[src/rtl/comm_pkg.sv]
// Shared types and opcode constants for the copter-side command link.
package comm_pkg;

  typedef enum logic [1:0] {
    WAIT_CMD = 2'd0,
    WAIT_HI  = 2'd1,
    WAIT_LO  = 2'd2
  } frame_state_t;

  localparam logic [7:0] REQ_BATT  = 8'h01;
  localparam logic [7:0] SET_PTCH  = 8'h02;
  localparam logic [7:0] SET_ROLL  = 8'h03;
  localparam logic [7:0] SET_YAW   = 8'h04;
  localparam logic [7:0] SET_THRST = 8'h05;
  localparam logic [7:0] CALIBRATE = 8'h06;
  localparam logic [7:0] EMER_LAND = 8'h07;
  localparam logic [7:0] MTRS_OFF  = 8'h08;
  localparam logic [7:0] POS_ACK   = 8'hA5;

endpackage

[src/rtl/uart_trx.sv]
// 8N1 UART receiver and transmitter sharing one baud divisor; LSB first.
//  rx state | meaning
//  R_IDLE   | line idle, waiting for a low level
//  R_START  | timing to mid start bit, confirm it is still low
//  R_DATA   | sampling 8 data bits at mid-bit
//  R_STOP   | sampling stop bit; low means framing error
//  R_BREAK  | after framing error, wait for line high before re-arming
//  tx state | meaning
//  T_IDLE   | TX held high, accepts trmt
//  T_SEND   | shifting start, 8 data, stop bits
module uart_trx #(
  parameter int BAUD_DIV = 2604
) (
  input  logic       clk,
  input  logic       rst_n,
  input  logic       rx,
  input  logic       trmt,
  input  logic [7:0] tx_data,
  output logic       tx,
  output logic       tx_busy,
  output logic       tx_done,
  output logic       rx_rdy,
  output logic       rx_err,
  output logic [7:0] rx_data
);

  localparam int CW = $clog2(BAUD_DIV);
  localparam logic [CW-1:0] FULL = CW'(BAUD_DIV - 1);
  localparam logic [CW-1:0] HALF = CW'(BAUD_DIV / 2 - 1);

  localparam logic [2:0] R_IDLE  = 3'd0;
  localparam logic [2:0] R_START = 3'd1;
  localparam logic [2:0] R_DATA  = 3'd2;
  localparam logic [2:0] R_STOP  = 3'd3;
  localparam logic [2:0] R_BREAK = 3'd4;

  localparam logic [0:0] T_IDLE = 1'b0;
  localparam logic [0:0] T_SEND = 1'b1;

  logic          rx_meta, rx_sync;
  logic [2:0]    rx_state;
  logic [CW-1:0] rx_cnt;
  logic [2:0]    rx_bits;
  logic [7:0]    rx_shift;

  always_ff @(posedge clk or negedge rst_n) begin
    if (!rst_n) begin
      rx_meta  <= 1'b1;
      rx_sync  <= 1'b1;
      rx_state <= R_IDLE;
      rx_cnt   <= '0;
      rx_bits  <= '0;
      rx_shift <= '0;
      rx_rdy   <= 1'b0;
      rx_err   <= 1'b0;
      rx_data  <= '0;
    end else begin
      rx_meta <= rx;
      rx_sync <= rx_meta;
      rx_rdy  <= 1'b0;
      rx_err  <= 1'b0;
      case (rx_state)
        R_IDLE: begin
          if (!rx_sync) begin
            rx_cnt   <= HALF;
            rx_state <= R_START;
          end
        end
        R_BREAK: begin
          if (rx_sync) rx_state <= R_IDLE;
        end
        default: begin
          if (rx_cnt != '0) begin
            rx_cnt <= rx_cnt - CW'(1);
          end else begin
            rx_cnt <= FULL;
            case (rx_state)
              R_START: begin
                rx_bits  <= '0;
                rx_state <= rx_sync ? R_IDLE : R_DATA;
              end
              R_DATA: begin
                rx_shift <= {rx_sync, rx_shift[7:1]};
                rx_bits  <= rx_bits + 3'd1;
                if (rx_bits == 3'd7) rx_state <= R_STOP;
              end
              default: begin
                if (rx_sync) begin
                  rx_rdy   <= 1'b1;
                  rx_data  <= rx_shift;
                  rx_state <= R_IDLE;
                end else begin
                  rx_err   <= 1'b1;
                  rx_state <= R_BREAK;
                end
              end
            endcase
          end
        end
      endcase
    end
  end

  logic [0:0]    tx_state;
  logic [8:0]    tx_shift;
  logic [3:0]    tx_left;
  logic [CW-1:0] tx_cnt;

  assign tx_busy = (tx_state == T_SEND);

  // tx_left counts bits still to go after the one currently on the line
  always_ff @(posedge clk or negedge rst_n) begin
    if (!rst_n) begin
      tx_state <= T_IDLE;
      tx       <= 1'b1;
      tx_done  <= 1'b0;
      tx_shift <= '1;
      tx_left  <= '0;
      tx_cnt   <= '0;
    end else begin
      tx_done <= 1'b0;
      if (tx_state == T_IDLE) begin
        if (trmt) begin
          tx       <= 1'b0;
          tx_shift <= {1'b1, tx_data};
          tx_left  <= 4'd9;
          tx_cnt   <= FULL;
          tx_state <= T_SEND;
        end
      end else if (tx_cnt != '0) begin
        tx_cnt <= tx_cnt - CW'(1);
      end else if (tx_left == 4'd0) begin
        tx       <= 1'b1;
        tx_done  <= 1'b1;
        tx_state <= T_IDLE;
      end else begin
        tx       <= tx_shift[0];
        tx_shift <= {1'b1, tx_shift[8:1]};
        tx_left  <= tx_left - 4'd1;
        tx_cnt   <= FULL;
      end
    end
  end

endmodule

[src/rtl/comm_slave.sv]
// Copter end of the command link: assembles 3-byte command frames from UART RX
// and sends a 1-byte response on UART TX.
//  state    | meaning
//  WAIT_CMD | expecting opcode byte
//  WAIT_HI  | opcode held, expecting data[15:8]
//  WAIT_LO  | opcode and high byte held, expecting data[7:0]
module comm_slave
  import comm_pkg::*;
#(
  parameter int BAUD_DIV = 2604,
  parameter int FRAME_TO = 1 << 20
) (
  input  logic        clk,
  input  logic        rst_n,
  input  logic        RX,
  output logic        TX,
  output logic [7:0]  cmd,
  output logic [15:0] data,
  output logic        cmd_rdy,
  input  logic        clr_cmd_rdy,
  output logic        cmd_ovr,
  input  logic [7:0]  resp,
  input  logic        send_resp,
  output logic        resp_sent,
  output logic        tx_busy
);

  localparam int TW = $clog2(FRAME_TO + 1);
  localparam logic [TW-1:0] TO_LOAD = TW'(FRAME_TO - 1);

  logic         rx_rdy, rx_err;
  logic [7:0]   rx_data;
  frame_state_t state;
  logic [7:0]   shadow_cmd, shadow_hi;
  logic [TW-1:0] to_cnt;
  logic         frame_done;

  uart_trx #(.BAUD_DIV(BAUD_DIV)) trx (
    .clk     (clk),
    .rst_n   (rst_n),
    .rx      (RX),
    .trmt    (send_resp),
    .tx_data (resp),
    .tx      (TX),
    .tx_busy (tx_busy),
    .tx_done (resp_sent),
    .rx_rdy  (rx_rdy),
    .rx_err  (rx_err),
    .rx_data (rx_data)
  );

  assign frame_done = rx_rdy && (state == WAIT_LO);

  // Timeout is reloaded on every accepted byte and parked while waiting for an opcode
  always_ff @(posedge clk or negedge rst_n) begin
    if (!rst_n) begin
      state      <= WAIT_CMD;
      shadow_cmd <= '0;
      shadow_hi  <= '0;
      to_cnt     <= TO_LOAD;
    end else begin
      if (rx_err) begin
        state <= WAIT_CMD;
      end else if (rx_rdy) begin
        case (state)
          WAIT_CMD: begin
            shadow_cmd <= rx_data;
            state      <= WAIT_HI;
          end
          WAIT_HI: begin
            shadow_hi <= rx_data;
            state     <= WAIT_LO;
          end
          default: state <= WAIT_CMD;
        endcase
      end else if (state != WAIT_CMD && to_cnt == '0) begin
        state <= WAIT_CMD;
      end
      if (rx_rdy || state == WAIT_CMD) to_cnt <= TO_LOAD;
      else if (to_cnt != '0)           to_cnt <= to_cnt - TW'(1);
    end
  end

  // A completing frame takes priority over a same-cycle clear
  always_ff @(posedge clk or negedge rst_n) begin
    if (!rst_n) begin
      cmd     <= '0;
      data    <= '0;
      cmd_rdy <= 1'b0;
      cmd_ovr <= 1'b0;
    end else if (frame_done) begin
      cmd     <= shadow_cmd;
      data    <= {shadow_hi, rx_data};
      cmd_rdy <= 1'b1;
      if (cmd_rdy && !clr_cmd_rdy) cmd_ovr <= 1'b1;
    end else if (clr_cmd_rdy) begin
      cmd_rdy <= 1'b0;
    end
  end

endmodule

[config.mk]
export PLATFORM = sky130hd
export DESIGN_NAME = comm_slave
export DESIGN_NICKNAME = d
export VERILOG_FILES = /design/src/rtl/comm_pkg.sv /design/src/rtl/uart_trx.sv /design/src/rtl/comm_slave.sv
export SDC_FILE = /design/constraint.sdc
export NUM_CORES = 1
export LEC_CHECK = 0
export ABC_CLOCK_PERIOD_IN_PS = 2100
export BUFFER_PORTS_ARGS = -buffer_cell sky130_fd_sc_hd__buf_2
export CAP_MARGIN = 0
export CORE_ASPECT_RATIO = 0.8
export CORE_UTILIZATION = 45
export DETAILED_ROUTE_END_ITERATION = 8
export PLACE_DENSITY = 0.68
export SLEW_MARGIN = 0
export SYNTH_ARGS = -nofsm -noshare
export SYNTH_HDL_FRONTEND = slang
export SYNTH_SLANG_ARGS = --single-unit
export TNS_END_PERCENT = 5
[constraint.sdc]
create_clock -name clk -period 2.1 [get_ports clk]
set_input_delay 0.105 -clock clk [delete_from_list [all_inputs] [get_ports clk]]
set_output_delay 0.105 -clock clk [all_outputs]
set_load 0.01 [all_outputs]
==> flow_summary.toml, run 1 <==
[status]
outcome = "finished, final reports clean"

[critical_path]
required_ps = 2440
end_kind = "flip-flop"
critPathArrivalTime_ps = 2340
crit_path_start_kind = "flip-flop"
worstSetupPathType = "flip-flop to flip-flop"
crit_fanout = 6

[synth]
ys_async_sr_fraction_pct = 100
synthDominantAreaCellType = "dfrtp_1"
avgSynthCellArea_um2 = 11.2
yosysSeqAreaShare_pct = 55.1
synthCells = 533
yosys-top-cells-area = "dfrtp_1 (41%), dfstp_2 (14%), mux2_2 (11%), nor2_1 (2.6%), nand2_1 (2.6%)"
synth_ff_type = "dfrtp_1"
ys_types = 58
yosys.area.top_type_share_pct = 41.5
synth.ff_latch_count = 130
syn_nets = 556
syn-cell-area_um2 = 5980
synth-warning-count = 0
synth-edff-count = 0

[layout]
final_common_cell = "dfrtp_1"
fin_util_pct = 56.9
syn_to_final_growth_pct = 23.0
final_cell_mix = "dfrtp_1 (99), mux2_2 (56), nor2_1 (41)"
nNetsFinal = 641
drive_gt1_share_pct = 33.8
multi_input_area_um2 = 2630
diodes = 0
fill_cells = 1066
final-seq-area_um2 = 3290

[routing]
route.vias.total = 4370
dr.pass1.iters = 4
final_antenna_net_count = 0
wl_per_cell_um = 15.2
viasPerCell = 5.42
drc = 0
drtIter0Drc = 240
totalWireLength_mm = 12.3

[placement]
routabilityCongestion = 0.894
dpl.hpwl_mm = 8.15
io_buffers = 41

[floorplanning]
rows = 37
die_h_um = 105
io-pin-count = 42
dieArea_um2 = 13700
initial_core_util_pct = 46.3
coreArea_um2 = 12900
fp.dieW_um = 131

[timing]
slew_viol_final = 0
finClkSkew_ps = 10.0
finalSetupViolCount = 0
finalHoldViolations = 0
worst_pin_slew_ps = 766
period_share_pct = 95.4
relSlewSlack_pct = 48.4
fmax_mhz = 499
fin_crit_ps = 2000
grt_setup_unrepaired = "no"

[global_route]
grt_start_max_net_pins = 82
antenna_found_initial = 0
grt_pass1_vias = 4253
overflow = 0
grt_pass1_wl_mm = 20.7
track_usage_pct = 19.5

[cts]
cts_htree_levels = 4
cts.clk_slew.worst_paths_ps = 60
cts-root-buf = "clkbuf_16"
cts_sinks = 130
clk_latency_ps = 420
clockBufferDepth = 2
cts_inserted_buffers = 17
cts_tree = "built"

[power_and_ir_drop]
total_power_mw = 6.52
power.leakage_nw = 3.40
ir_drop_v = 0.000549
p_per_area_nw_per_um2 = 887

[flow_run]
cap_violations = 0

[hold_path]
hp-class = "input pin to async pin"
registers in the layout (all words and copies together) (netlist names):
register and flops:
data 16, shadow_cmd 8, to_cnt 21, trx.rx_err 1, trx.rx_cnt 12, trx.tx_done 1, trx.rx_bits 3, trx.tx_cnt 12
trx.tx_busy 1, cmd 8, trx.rx_state 3, trx.rx_data 8, trx.tx_left 4, trx.rx_sync 1, state 2, shadow_hi 8
trx.rx_shift 8, trx.tx 1, trx.rx_rdy 1, cmd_ovr 1, trx.tx_shift 8, trx.rx_meta 1, cmd_rdy 1
Yosys cell counts (8+ instances only):
master and number:
mux2_2 56, nand2_1 41, dfstp_2 31, xnor2_1 9, nor3_1 19, dfrtp_1 99, o21ai_0 29, nor2_1 42
nand4_1 8, a21oi_1 25, inv_1 13, xor2_1 9, nand3_1 16, ha_1 10, clkbuf_1 14
worst paths after layout:
| path | start | endpoint | slack, ps | cells after the start |
|---|---|---|---|---|
| worst min-delay path | rst_n | trx.tx_busy$_DFF_PN0_ | 140 | 2 |
| worst max register to register | to_cnt[6]$_DFFE_PN1P_ | to_cnt[19]$_DFFE_PN1P_ | 100 | 5 |
| worst min register to register | trx.rx_meta$_DFF_PN1_ | trx.rx_sync$_DFF_PN1_ | 360 | 0 |
| worst max-delay path | to_cnt[6]$_DFFE_PN1P_ | to_cnt[19]$_DFFE_PN1P_ | 100 | 5 |
| min in group clk | RX | trx.rx_meta$_DFF_PN1_ | 330 | 2 |
| max in group asynchronous | rst_n | to_cnt[5]$_DFFE_PN1P_ | 1230 | 3 |
critical path, stage by stage (launching register included):
cell,delay [ps]
dfstp_2,370
or4_4,530
or4_4,550
nor4_2,220
a21oi_1,100
nand3b_1,160
where the power goes:
part           internal, mW  leakage [nW]  switching [mW]  total (mW)
clock network          1.69         0.289            1.24        2.93
registers              2.75          1.63           0.158        2.91
logic                 0.311          1.48           0.375       0.686
per-layer routing:
layer  global-route usage, %  routed length [um]
met5                       0                   0
met4                    6.65                 100
met3                    4.56                 339
met2                    28.5                5620
met1                    28.3                6200
through the flow:
stage	worst slack (ps)	hold WS, ps	instance area (um2)	setup TNS (ps)	std cells
2_1_floorplan	68.6	-191	5980	0	533
3_3_place_gp	9.52	36.3	6570	0	761
3_5_place_dp	-46.3	38.5	6570	-49.9	761
4_1_cts	85.5	144	7300	0	805
5_1_grt	2.13	177	7350	0	806
6_report	96.4	138	7350	0	806
logic make-up after synthesis:
| group | after synthesis | share of synthesized area [%] |
|---|---|---|
| multiplexers | 63 | 11.7 |
| AO/OA/AOI/OAI | 90 | 9.21 |
| adder cells (fa/ha/maj) | 10 | 2.09 |
| AND/OR/NAND/NOR | 192 | 17.3 |
| buffers and inverters | 30 | 1.93 |
| XOR/XNOR | 18 | 2.64 |
| flip-flops | 130 | 55.1 |
area by class of cell:
cell class | instances | share of cell area (%)
tap | 175 | 2.98
inverter | 13 | 0.664
clock inverter | 15 | 2.21
multi-input combinational | 373 | 35.7
clock buffer | 17 | 5.79
sequential | 130 | 44.8
timing repair buffer | 83 | 7.86
what timing repair did:
action / CTS / global route
pin swaps: 0 / 1
gates resized for setup: 4 / 9
endpoints found under the hold margin: 36 / 0
buffers inserted: 0 / 1
hold buffers: 12 / 0
setup endpoints to repair: 14 / 36
Note: power is estimated with default switching activity, not from simulation.
==> inputs of run 2 (changes only) <==
--- a/config.mk
+++ b/config.mk
@@ -11,7 +11,7 @@
 export CORE_ASPECT_RATIO = 0.8
 export CORE_UTILIZATION = 45
 export DETAILED_ROUTE_END_ITERATION = 8
-export PLACE_DENSITY = 0.68
+export PLACE_DENSITY_LB_ADDON = 0.3
 export SLEW_MARGIN = 0
 export SYNTH_ARGS = -nofsm -noshare
 export SYNTH_HDL_FRONTEND = slang
==> run 2 against run 1 <==
  * Non-clock buffer count rose by 4
  * Wire length grew 0.51%
  * Critical path type unchanged
  * Worst hold slack improved by 4.9 ps
  * Register-to-register slack got worse by 40 ps
  * Via count is 0.98% higher
  * Global-route usage up 0.53 points
  * Final cell count up 0.50%
==> flow_summary.toml, run 2 (synthesis results as in run 1) <==
[layout]
final_common_cell = "dfrtp_1"
final_cells = 810
largest_reg_flops = 21
syn_to_final_growth_pct = 24.6
largest-register = "to_cnt"
fin_area_um2 = 7450
nNetsFinal = 645
drive_gt1_share_pct = 34.3
final_cell_mix = "dfrtp_1 (99), mux2_2 (56), nor2_1 (41)"
largestRegisters = "to_cnt: 21 flops, data: 16 flops"
diodes = 0

[timing]
grt_setup_unrepaired = "yes"
finalWorstSetupSlack_ps = 59.8
finalHoldViolations = 0
slew_viol_final = 0
fin_crit_ps = 2040
relSlewSlack_pct = 53.0
finalSetupViolCount = 0
fmax_mhz = 490
worst_pin_slew_ps = 697
period_share_pct = 97.2
finClkSkew_ps = 9.91

[critical_path]
regToRegEndpoint = "to_cnt[13]$_DFFE_PN1P_"
path_common_cell = "or4_4"
r2r_setup_slack_ps = 60
worstSetupPathType = "flip-flop to flip-flop"
r2r_start = "to_cnt[6]$_DFFE_PN1P_"
crit_cells = 5
crit_slowest_cell = "or4_4"
worst-path-buf-inv = 0
critPathArrivalTime_ps = 2380
slowest_delay_ps = 560
worstPathCellList = "or4_4 -> or4_4 -> a211oi_1 -> xnor2_1 -> nand2_1"
crit_path_start_kind = "flip-flop"
worst-r2r-cell-count = 5
crit_fanout = 6
end_kind = "flip-flop"
required_ps = 2440
cp_top_family = "simple AND/OR/NAND/NOR gates"

[cts]
cts.clk_slew.worst_paths_ps = 60
cts_tree = "built"
clk_latency_ps = 420
cts_htree_levels = 4
cts_sinks = 130
cts-root-buf = "clkbuf_16"
clockBufferDepth = 2
cts_inserted_buffers = 17

[routing]
wl_per_cell_um = 15.2
viasPerCell = 5.45
drc = 0
dr.pass1.iters = 5
drtIter0Drc = 239
route.vias.total = 4413
final_antenna_net_count = 0
totalWireLength_mm = 12.3

[hold_path]
hp-class = "input pin to async pin"

[placement]
place_ws_ps = -48.9
place_inst = 764
routabilityCongestion = 0.872
place_area_um2 = 6610
dpl.hpwl_mm = 8.30
io_buffers = 41

[global_route]
antenna_found_initial = 0
grt_pass1_vias = 4425
track_usage_pct = 20.0
grt_start_max_net_pins = 71
overflow = 0
grt_pass1_wl_mm = 21.3

[floorplanning]
rows = 37
fp.dieW_um = 131
io-pin-count = 42
initial_core_util_pct = 46.3
die_h_um = 105
dieArea_um2 = 13700
coreArea_um2 = 12900

[flow_run]
cap_violations = 0

[power_and_ir_drop]
p_per_area_nw_per_um2 = 890
power.leakage_nw = 3.46
ir_drop_v = 0.000635

[status]
outcome = "finished, final reports clean"
[run 2: cell types whose count changed in the layout (fill, tap and decap cells not counted), sizes merged]
cell,previous run,this run
inv,24,22
buf,71,75
bufinv,1,2
clkinvlp,1,0
clkinv,2,4
[run 2: worst reg2reg max path: stages (launching register included)]
cell,delay [ps]
dfstp_2,370
or4_4,540
or4_4,560
a211oi_1,290
xnor2_1,150
nand2_1,60
[run 2: worst max path at each step]
stage / start / to
5_1_grt: to_cnt[6]$_DFFE_PN1P_ / to_cnt[19]$_DFFE_PN1P_
6_report: to_cnt[6]$_DFFE_PN1P_ / to_cnt[13]$_DFFE_PN1P_
3_3_place_gp: to_cnt[6]$_DFFE_PN1P_ / to_cnt[11]$_DFFE_PN1P_
2_1_floorplan: to_cnt[6]$_DFFE_PN1P_ / to_cnt[13]$_DFFE_PN1P_
4_1_cts: trx.tx_left[0]$_DFFE_PN0P_ / trx.tx_cnt[6]$_DFFE_PN0P_
3_5_place_dp: to_cnt[6]$_DFFE_PN1P_ / to_cnt[19]$_DFFE_PN1P_
[run 2: per-stage QoR]
| stage | hold slack (ps) | power [mW] | utilization, % | setup TNS, ps |
|---|---|---|---|---|
| finish | 143 | 6.63 | 57.7 | 0 |
| global route | 181 | 6.95 | 57.7 | -69.4 |
| CTS | 148 | 6.68 | 57.0 | 0 |
| detailed placement | 51.0 | 3.59 | 51.2 | -97.8 |
| global placement | 42.2 | 3.56 | 51.2 | 0 |
| floorplan | -191 | 3.33 | - | 0 |
[run 2: final cells by class]
cell class,instances,area [um2]
clock buffers,17,425
clock inverters,15,190
fillers,1066,5470
inverters,13,48.8
multi-input cells,373,2650
flip-flops and latches,130,3290
well taps,175,219
repair buffers,87,621
[run 2: where the power goes]
part	total (mW)	internal (mW)	switching, mW	leakage (nW)
Sequential	2.91	2.75	0.162	1.63
Clock	3.04	1.81	1.23	0.305
Combinational	0.681	0.310	0.371	1.52
[run 2: per-layer routing]
metal	track usage [%]	up-vias	wire length (um)
met1	27.8	2229	6100
met5	0	-	0
li1	-	2107	-
met3	5.02	15	307
met2	30.4	62	5800
met4	6.90	0	116
[run 2: timing repair]
action	4_1_cts	5_1_grt
cloned	0	0
resized for setup	3	13
hold buffers	12	0
setup buffers	0	2
setup endpoints to repair	14	42
hold endpoints to repair	47	0
pin swaps	0	1
==> inputs of run 3 (changes only) <==
--- a/config.mk
+++ b/config.mk
@@ -10,6 +10,7 @@
 export CAP_MARGIN = 0
 export CORE_ASPECT_RATIO = 0.8
 export CORE_UTILIZATION = 45
+export CTS_BUF_LIST = sky130_fd_sc_hd__clkbuf_8
 export DETAILED_ROUTE_END_ITERATION = 8
 export PLACE_DENSITY_LB_ADDON = 0.3
 export SLEW_MARGIN = 0
==> run 3 against run 2 <==
  * Worst setup slack better by 5.4 ps
  * Count of clock-buffer cells in the layout stayed put
  * Combinational power hardly changed
  * Utilization is 1.4 points lower
  * Register-to-register slack hardly changed
==> flow_summary.toml, run 3 (synthesis results as in run 1) <==
[timing]
fmax_mhz = 491
finalSetupTns_ps = 0
worst_pin_slew_ps = 697
fin_crit_ps = 2030
period_share_pct = 96.9
grt_setup_unrepaired = "yes"
finalWorstSetupSlack_ps = 65.2
slew_viol_final = 0
finClkSkew_ps = 13.1
whs_ps = 110
finalSetupViolCount = 0
relSlewSlack_pct = 53.0
finalHoldViolations = 0

[floorplanning]
coreArea_um2 = 12900
die_h_um = 105
rows = 37
initial_core_util_pct = 46.3
io-pin-count = 42
dieArea_um2 = 13700
fp.dieW_um = 131

[routing]
wl_per_cell_um = 15.0
wl_met1_mm = 6.04
totalWireLength_mm = 12.2
dr_wl_met2_mm = 5.61
route.vias.total = 4399
drtIter0Drc = 269
wl_met3_um = 377
final_antenna_net_count = 0
viasPerCell = 5.43
drc = 0
dr.pass1.iters = 4
highest_layer = "met4"

[critical_path]
cp_top_family = "simple AND/OR/NAND/NOR gates"
slowest_delay_ps = 560
crit_path_start_kind = "flip-flop"
crit_fanout = 6
end_kind = "flip-flop"
crit_slowest_cell = "or4_4"
r2r_setup_slack_ps = 70
worstSetupPathType = "flip-flop to flip-flop"
critPathArrivalTime_ps = 2410
worstPathCellList = "or4_4 -> or4_4 -> a211oi_1 -> xnor2_1 -> nand2_1"
required_ps = 2470
path_common_cell = "or4_4"
worst-path-buf-inv = 0

[cts]
clockBufferDepth = 2
cts_tree = "built"
cts_inserted_buffers = 17
clk_latency_ps = 450
cts_htree_levels = 4
cts.clk_slew.worst_paths_ps = 80
cts_sinks = 130
cts-root-buf = "clkbuf_8"

[global_route]
grt_pass1_vias = 4392
antenna_found_initial = 0
grt_start_max_net_pins = 71
overflow = 0
grt_pass1_wl_mm = 21.1
track_usage_pct = 19.8

[power_and_ir_drop]
ir_drop_v = 0.000517
power.leakage_nw = 3.38
p_per_area_nw_per_um2 = 804

[layout]
largest_reg_flops = 21
final_cell_mix = "dfrtp_1 (99), mux2_2 (56), nor2_1 (42)"
largest-register = "to_cnt"
largestRegisters = "to_cnt: 21 flops, data: 16 flops"
syn_to_final_growth_pct = 21.6
fill_cells = 1100
final_common_cell = "dfrtp_1"
diodes = 0
nNetsFinal = 645
drive_gt1_share_pct = 34.3
fin_util_pct = 56.2

[placement]
dpl.hpwl_mm = 8.30
routabilityCongestion = 0.872
place_ws_ps = -48.9
io_buffers = 41

[hold_path]
hp-class = "input pin to async pin"

[flow_run]
cap_violations = 0

[status]
outcome = "finished, final reports clean"
-- run 3: cell counts in the layout (fill, tap and decap cells not counted) --
No cell type changed its count.
-- run 3: what timing repair did --
| action | 4_1_cts | 5_1_grt |
|---|---|---|
| endpoints found under the hold margin | 123 | 0 |
| hold buffers | 12 | 0 |
| pin swaps | 0 | 1 |
| setup buffers | 0 | 2 |
| setup endpoints to repair | 12 | 42 |
| cloned | 0 | 0 |
| resized for setup | 3 | 14 |
-- run 3: per-stage QoR --
stage | power [mW] | cell area (um2) | instances
2_1_floorplan | 3.33 | 5980 | 533
5_1_grt | 6.16 | 7260 | 810
3_3_place_gp | 3.56 | 6610 | 764
6_report | 5.84 | 7260 | 810
4_1_cts | 5.88 | 7170 | 808
3_5_place_dp | 3.59 | 6610 | 764
-- run 3: layout make-up --
cell class | count | area, um2 | share of cell area (%)
Inverter | 13 | 48.8 | 0.672
Clock inverter | 15 | 190 | 2.62
Clock buffer | 17 | 234 | 3.22
Multi-Input combinational cell | 373 | 2660 | 36.6
Sequential cell | 130 | 3290 | 45.3
Timing Repair Buffer | 87 | 621 | 8.54
Tap cell | 175 | 219 | 3.01
-- run 3: final timing paths --
path                                  startpoint                        end  depth (start not counted)
min in group clk                              RX      trx.rx_meta$_DFF_PN1_                          2
setup reg to reg           to_cnt[6]$_DFFE_PN1P_     to_cnt[13]$_DFFE_PN1P_                          5
max in group asynchronous                  rst_n      trx.rx_meta$_DFF_PN1_                          3
hold reg to reg            trx.rx_meta$_DFF_PN1_      trx.rx_sync$_DFF_PN1_                          0
hold / removal                             rst_n  trx.tx_cnt[2]$_DFFE_PN0P_                          2
setup / recovery           to_cnt[6]$_DFFE_PN1P_     to_cnt[13]$_DFFE_PN1P_                          5
-- run 3: per-layer routing --
metal,track usage (%),vias to the layer above
met3,5.63,13
li1,-,2109
met4,6.24,0
met1,27.6,2207
met5,0,-
met2,29.7,70
-- run 3: report_power, final --
part           switching [mW]  internal [mW]
clock network            1.14           1.12
logic                   0.368          0.311
registers               0.161           2.74
total                    1.67           4.17
